`src/rtl/conv_job_scheduler.sv`:
```
// conv_job_scheduler: queues 3x3 convolution jobs and launches them one at a time on the engine's
// run/busy handshake, reporting completion, start/run timeouts and a saturating completion count.
`default_nettype none

module conv_job_scheduler #(
  parameter int DEPTH   = 4,
  parameter int AW      = 12,
  parameter int TIMEOUT = 4095
) (
  input  logic                     clk,
  input  logic                     reset_b,
  input  logic                     job_valid,
  output logic                     job_ready,
  input  logic [AW-1:0]            job_in_base,
  input  logic [AW-1:0]            job_out_base,
  input  logic [AW-1:0]            job_wgt_addr,
  input  logic                     abort,
  output logic                     eng_run,
  input  logic                     eng_busy,
  output logic [AW-1:0]            eng_in_base,
  output logic [AW-1:0]            eng_out_base,
  output logic [AW-1:0]            eng_wgt_addr,
  output logic                     job_done,
  output logic                     job_error,
  output logic [1:0]               err_code,
  output logic [7:0]               job_id,
  output logic [15:0]              jobs_completed,
  output logic [$clog2(DEPTH):0]   queue_count,
  output logic                     sched_busy
);

  localparam int PW = $clog2(DEPTH);
  localparam int CW = PW + 1;
  localparam int WW = $clog2(TIMEOUT + 1);
  localparam logic [WW-1:0] WD_LIMIT = WW'(TIMEOUT);

  typedef enum logic [2:0] {
    S_IDLE      = 3'd0,
    S_LAUNCH    = 3'd1,
    S_WAIT_BUSY = 3'd2,
    S_RUN       = 3'd3,
    S_DRAIN     = 3'd4
  } state_t;

  state_t state, state_nxt;

  logic [AW-1:0] fifo_in  [DEPTH];
  logic [AW-1:0] fifo_out [DEPTH];
  logic [AW-1:0] fifo_wgt [DEPTH];
  logic [7:0]    fifo_id  [DEPTH];

  logic [PW-1:0] wr_ptr, rd_ptr;
  logic [7:0]    push_id;
  logic [1:0]    wb_cnt;
  logic [WW-1:0] wd_cnt;

  logic       push, pop, done_ev, err_ev;
  logic [1:0] err_nxt;

  // No full-FIFO bypass: a pop in the same cycle does not open a slot.
  assign job_ready  = (queue_count < CW'(DEPTH)) && !abort;
  assign push       = job_valid && job_ready;
  assign eng_run    = (state == S_LAUNCH);
  assign sched_busy = (state != S_IDLE) || (queue_count != '0);

  always_ff @(posedge clk or negedge reset_b) begin
    if (!reset_b) state <= S_IDLE;
    else          state <= state_nxt;
  end

  // Abort takes priority over every completion or timeout event.
  always_comb begin
    state_nxt = state;
    pop       = 1'b0;
    done_ev   = 1'b0;
    err_ev    = 1'b0;
    err_nxt   = 2'b00;
    case (state)
      S_IDLE: begin
        if ((queue_count != '0) && !abort) begin
          state_nxt = S_LAUNCH;
          pop       = 1'b1;
        end
      end
      S_LAUNCH: begin
        state_nxt = abort ? S_DRAIN : S_WAIT_BUSY;
      end
      S_WAIT_BUSY: begin
        if (abort) begin
          state_nxt = S_DRAIN;
        end else if (eng_busy) begin
          state_nxt = S_RUN;
        end else if (wb_cnt == 2'd3) begin
          state_nxt = S_IDLE;
          err_ev    = 1'b1;
          err_nxt   = 2'b01;
        end
      end
      S_RUN: begin
        if (abort) begin
          state_nxt = S_DRAIN;
        end else if (!eng_busy) begin
          state_nxt = S_IDLE;
          done_ev   = 1'b1;
        end else if (wd_cnt == WD_LIMIT) begin
          state_nxt = S_DRAIN;
          err_ev    = 1'b1;
          err_nxt   = 2'b10;
        end
      end
      S_DRAIN: begin
        if (!eng_busy) state_nxt = S_IDLE;
      end
      default: state_nxt = S_IDLE;
    endcase
  end

  // Job storage carries no reset; occupancy alone defines validity.
  always_ff @(posedge clk) begin
    if (push) begin
      fifo_in[wr_ptr]  <= job_in_base;
      fifo_out[wr_ptr] <= job_out_base;
      fifo_wgt[wr_ptr] <= job_wgt_addr;
      fifo_id[wr_ptr]  <= push_id;
    end
  end

  always_ff @(posedge clk or negedge reset_b) begin
    if (!reset_b) begin
      wr_ptr      <= '0;
      rd_ptr      <= '0;
      queue_count <= '0;
      push_id     <= '0;
    end else begin
      if (push) push_id <= push_id + 8'd1;
      if (abort) begin
        wr_ptr      <= '0;
        rd_ptr      <= '0;
        queue_count <= '0;
      end else begin
        if (push) wr_ptr <= wr_ptr + 1'b1;
        if (pop)  rd_ptr <= rd_ptr + 1'b1;
        if (push && !pop)      queue_count <= queue_count + 1'b1;
        else if (pop && !push) queue_count <= queue_count - 1'b1;
      end
    end
  end

  always_ff @(posedge clk or negedge reset_b) begin
    if (!reset_b) begin
      eng_in_base    <= '0;
      eng_out_base   <= '0;
      eng_wgt_addr   <= '0;
      job_id         <= '0;
      job_done       <= 1'b0;
      job_error      <= 1'b0;
      err_code       <= 2'b00;
      jobs_completed <= '0;
      wb_cnt         <= '0;
      wd_cnt         <= '0;
    end else begin
      if (pop) begin
        eng_in_base  <= fifo_in[rd_ptr];
        eng_out_base <= fifo_out[rd_ptr];
        eng_wgt_addr <= fifo_wgt[rd_ptr];
        job_id       <= fifo_id[rd_ptr];
      end
      job_done  <= done_ev;
      job_error <= err_ev;
      err_code  <= err_nxt;
      if (done_ev && (jobs_completed != 16'hFFFF))
        jobs_completed <= jobs_completed + 16'd1;
      wb_cnt <= (state == S_WAIT_BUSY) ? wb_cnt + 2'd1 : 2'd0;
      // Watchdog reads 1 during the first RUN cycle.
      if (state == S_WAIT_BUSY && state_nxt == S_RUN) wd_cnt <= WW'(1);
      else if (state == S_RUN && state_nxt == S_RUN)  wd_cnt <= wd_cnt + 1'b1;
      else                                            wd_cnt <= '0;
    end
  end

endmodule

`default_nettype wire

```
`config.mk`:
```
export PLATFORM = sky130hd
export DESIGN_NAME = conv_job_scheduler
export DESIGN_NICKNAME = d
export VERILOG_FILES = /design/src/rtl/conv_job_scheduler.sv
export SDC_FILE = /design/constraint.sdc
export NUM_CORES = 1
export LEC_CHECK = 0
export CAP_MARGIN = 25
export CORE_AREA = 5 5 160 162
export CTS_CLUSTER_SIZE = 30
export DETAILED_ROUTE_END_ITERATION = 12
export DIE_AREA = 0 0 165 167
export GPL_TIMING_DRIVEN = 0
export PLACE_DENSITY = 0.72
export SETUP_SLACK_MARGIN = 0.1
export SLEW_MARGIN = 20
export SYNTH_ARGS = -nofsm -noshare
export SYNTH_HDL_FRONTEND = slang
export SYNTH_SLANG_ARGS = --single-unit
```
`constraint.sdc`:
```
create_clock -name clk -period 4.1 [get_ports clk]
set_input_delay 0.82 -clock clk [delete_from_list [all_inputs] [get_ports clk]]
set_output_delay 0.82 -clock clk [all_outputs]
set_load 0.01 [all_outputs]
```
==> impl_metrics.toml <==
[status]
outcome = "completed"

[timing]
hold_violations = 0
worst_pin_slew_ps = 810
drv_slew = 0
post-route-min-period_ps = 3000
slew-limit-headroom = 0.460
tns_ps = 0
finalSetupViolCount = 0
clock.fmax_mhz = 333
finalCritPeriodShare = 0.732
finalClockSkew_ps = 13.6
rsz0062_at_grt = "false"

[logic_synthesis]
yosysSeqAreaShare = 0.725
synth_edf_count = 176
synthFlopType = "edfxtp_1"
netlist_area_um2 = 10600
synth-seq-cells = 272
ys_async_sr_fraction = 0.353
synth_area_per_cell_um2 = 18.5
ys_warn_count = 0
syn_nets = 624
ys_types = 52
synthCells = 574

[setup_path]
required_ps = 3280
crit_start = "state[0]"
critPathLaunchType = "register"
worst-setup-path-type = "reg -> out"
worstPathCellList = "clkbuf_1, nor3b_1, clkdlybuf4s50_1"
path_delay_family = "buffers and inverters"
end_kind = "primary output"
arrival_ps = 2180
cpPeakStageDelay_ps = 580
worstReg2RegStart = "queue_count[2]"
cpMaxStageDelayCell = "clkdlybuf4s50_1"
critPathBufInv = 2
worstPathMaxFanout = 10

[final_layout]
regArea_um2 = 7690
fin_cells = 1065
syn2layout_area_growth_pct = 24.0
final_cell_mix = "176 x edfxtp_1, 107 x clkdlybuf4s50_1, 96 x dfrtp_1"
fillers = 1885
multi_input_area_um2 = 2790
mostFrequentLayoutCell = "edfxtp_1"
drive_above_1_share = 0.223
final_nets = 768

[drt]
num_vias = 5686
drtIter0Drc = 319
routed_wl_mm = 21.0
drt_first_pass_iters = 4
drc = 0
vias_per_cell = 5.34
postRouteAntennaNets = 0
post_drt_wl_per_cell_um = 19.7

[pwr]
ir_worst_vdd_mv = 0.327
finalPower_mw = 8.15
powerDensity_nw_per_um2 = 621
leakagePower_nw = 4.69

[place]
dpl.cell_count = 1011
io_buffers = 108
dp_hpwl_mm = 13.4
gp_congestion = 0.814

[floorplanning]
die_w_um = 165
coreArea_um2 = 24000
die_area_um2 = 27600
die_h_um = 167
num_rows = 57
pin_count = 111
start_util = 0.442

[clock_tree]
clk_pin_slew_ps = 60
cts_resized = 0
cts_setup_buffers = 0
ctsHoldBuffers = 0
cts_tree = "yes"
numCtsBuffers = 29
cts_buffer_depth = 3
h-tree-depth = 1
clock_sinks = 272
worstSkewPairLatency_ps = 530
cts-root-buf = "clkbuf_16"

[worst_hold_path]
hold_class = "in -> async"

[global_routing]
grt_max_degree = 64
grt_pass1_wl_mm = 34.0
antenna_found_initial = 0
overflow = 0
grtUsageTotal = 0.155
grt_pass1_vias = 6247

[flow_run]
maxCapViolations = 0
## cells in the mapped netlist, drive strengths merged (2+ instances only)
library cell | number | area [um2]
clkbuf | 9 | 33.8
and2 | 6 | 37.5
and4 | 4 | 35.0
or3 | 3 | 18.8
nor3b | 6 | 45.0
nor2b | 3 | 18.8
nand4 | 14 | 103
nor2 | 21 | 86.3
a2111oi | 2 | 30.0
o31ai | 4 | 30.0
a21oi | 4 | 20.0
a211oi | 2 | 15.0
ha | 8 | 100
mux4 | 44 | 991
buf | 12 | 65.1
nand2b | 3 | 18.8
edfxtp | 176 | 5290
and3 | 2 | 12.5
nand3 | 15 | 80.1
mux2 | 48 | 541
dfrtp | 96 | 2400
inv | 8 | 30.0
nor4 | 4 | 31.3
nor3 | 14 | 81.3
xnor2 | 9 | 78.8
nand2 | 17 | 66.3
o21ai | 4 | 20.0
xor2 | 22 | 193
## state kept, by name, summed over array words and instances, names as in the netlist, 3 cells and up
register,cells
eng_in_base,12
eng_out_base,12
eng_wgt_addr,12
fifo_id,32
fifo_in,48
fifo_out,48
fifo_wgt,48
job_id,8
jobs_completed,16
push_id,8
queue_count,3
state,3
wd_cnt,12
## cells by family after synthesis
logic type               after synthesis  share of synthesized area
AO/OA/AOI/OAI                         24                     0.0170
buffers and inverters                 29                     0.0122
XOR/XNOR                              31                     0.0256
multiplexers                          93                      0.145
adder cells (fa/ha/maj)                9                     0.0113
AND/OR/NAND/NOR                      116                     0.0632
flip-flops                           272                      0.725
## final cells by class
type / count / area share
sequential: 272 / 0.585
multi-input combinational: 273 / 0.213
timing repair buffer: 113 / 0.0917
clock buffer: 35 / 0.0592
tap: 324 / 0.0308
clock inverter: 18 / 0.0108
buffer: 21 / 0.00752
inverter: 8 / 0.00229
antenna: 1 / 0.000190
## where the power goes
| part | internal (mW) | switching, mW | total, mW |
|---|---|---|---|
| Sequential | 3.38 | 0.265 | 3.65 |
| Combinational | 1.15 | 0.878 | 2.03 |
| Clock | 1.47 | 1.01 | 2.48 |
## routing by layer
layer  up-vias  routed length (um)  GRT usage
li1       2527                   -          -
met1      2981                9070      0.213
met2       151               10500      0.261
met3        27                1130     0.0292
met4         0                 265     0.0289
met5         -                   0          0
## worst reg2reg max path, stage by stage (launching register included)
cell,delay [ps]
dfrtp_1,480
nor3b_1,560
clkbuf_1,400
and2_4,370
buf_12,280
## per-stage QoR
| stage | setup WS [ps] | hold WS [ps] | area (um2) | utilization |
|---|---|---|---|---|
| 3_5_place_dp | 763 | 437 | 12200 | 0.510 |
| 6_report | 1100 | 203 | 13100 | 0.548 |
| 2_1_floorplan | 967 | 415 | 10600 | - |
| 5_1_grt | 932 | 211 | 13100 | 0.548 |
| 3_3_place_gp | -1800 | 426 | 12100 | 0.504 |
| 4_1_cts | 1040 | 200 | 13100 | 0.548 |
## final timing paths
path / slack, ps / to / depth (start not counted)
max in group asynchronous: 3220 / jobs_completed[11] / 2
worst min register to register: 450 / wb_cnt[0] / 1
worst min-delay path: 200 / eng_in_base[3] / 1
min in group clk: 450 / wb_cnt[0] / 1
worst max-delay path: 1100 / eng_run / 3
worst max register to register: 1680 / fifo_wgt[3][0] / 4
Note: power is estimated with default switching activity, not from simulation.
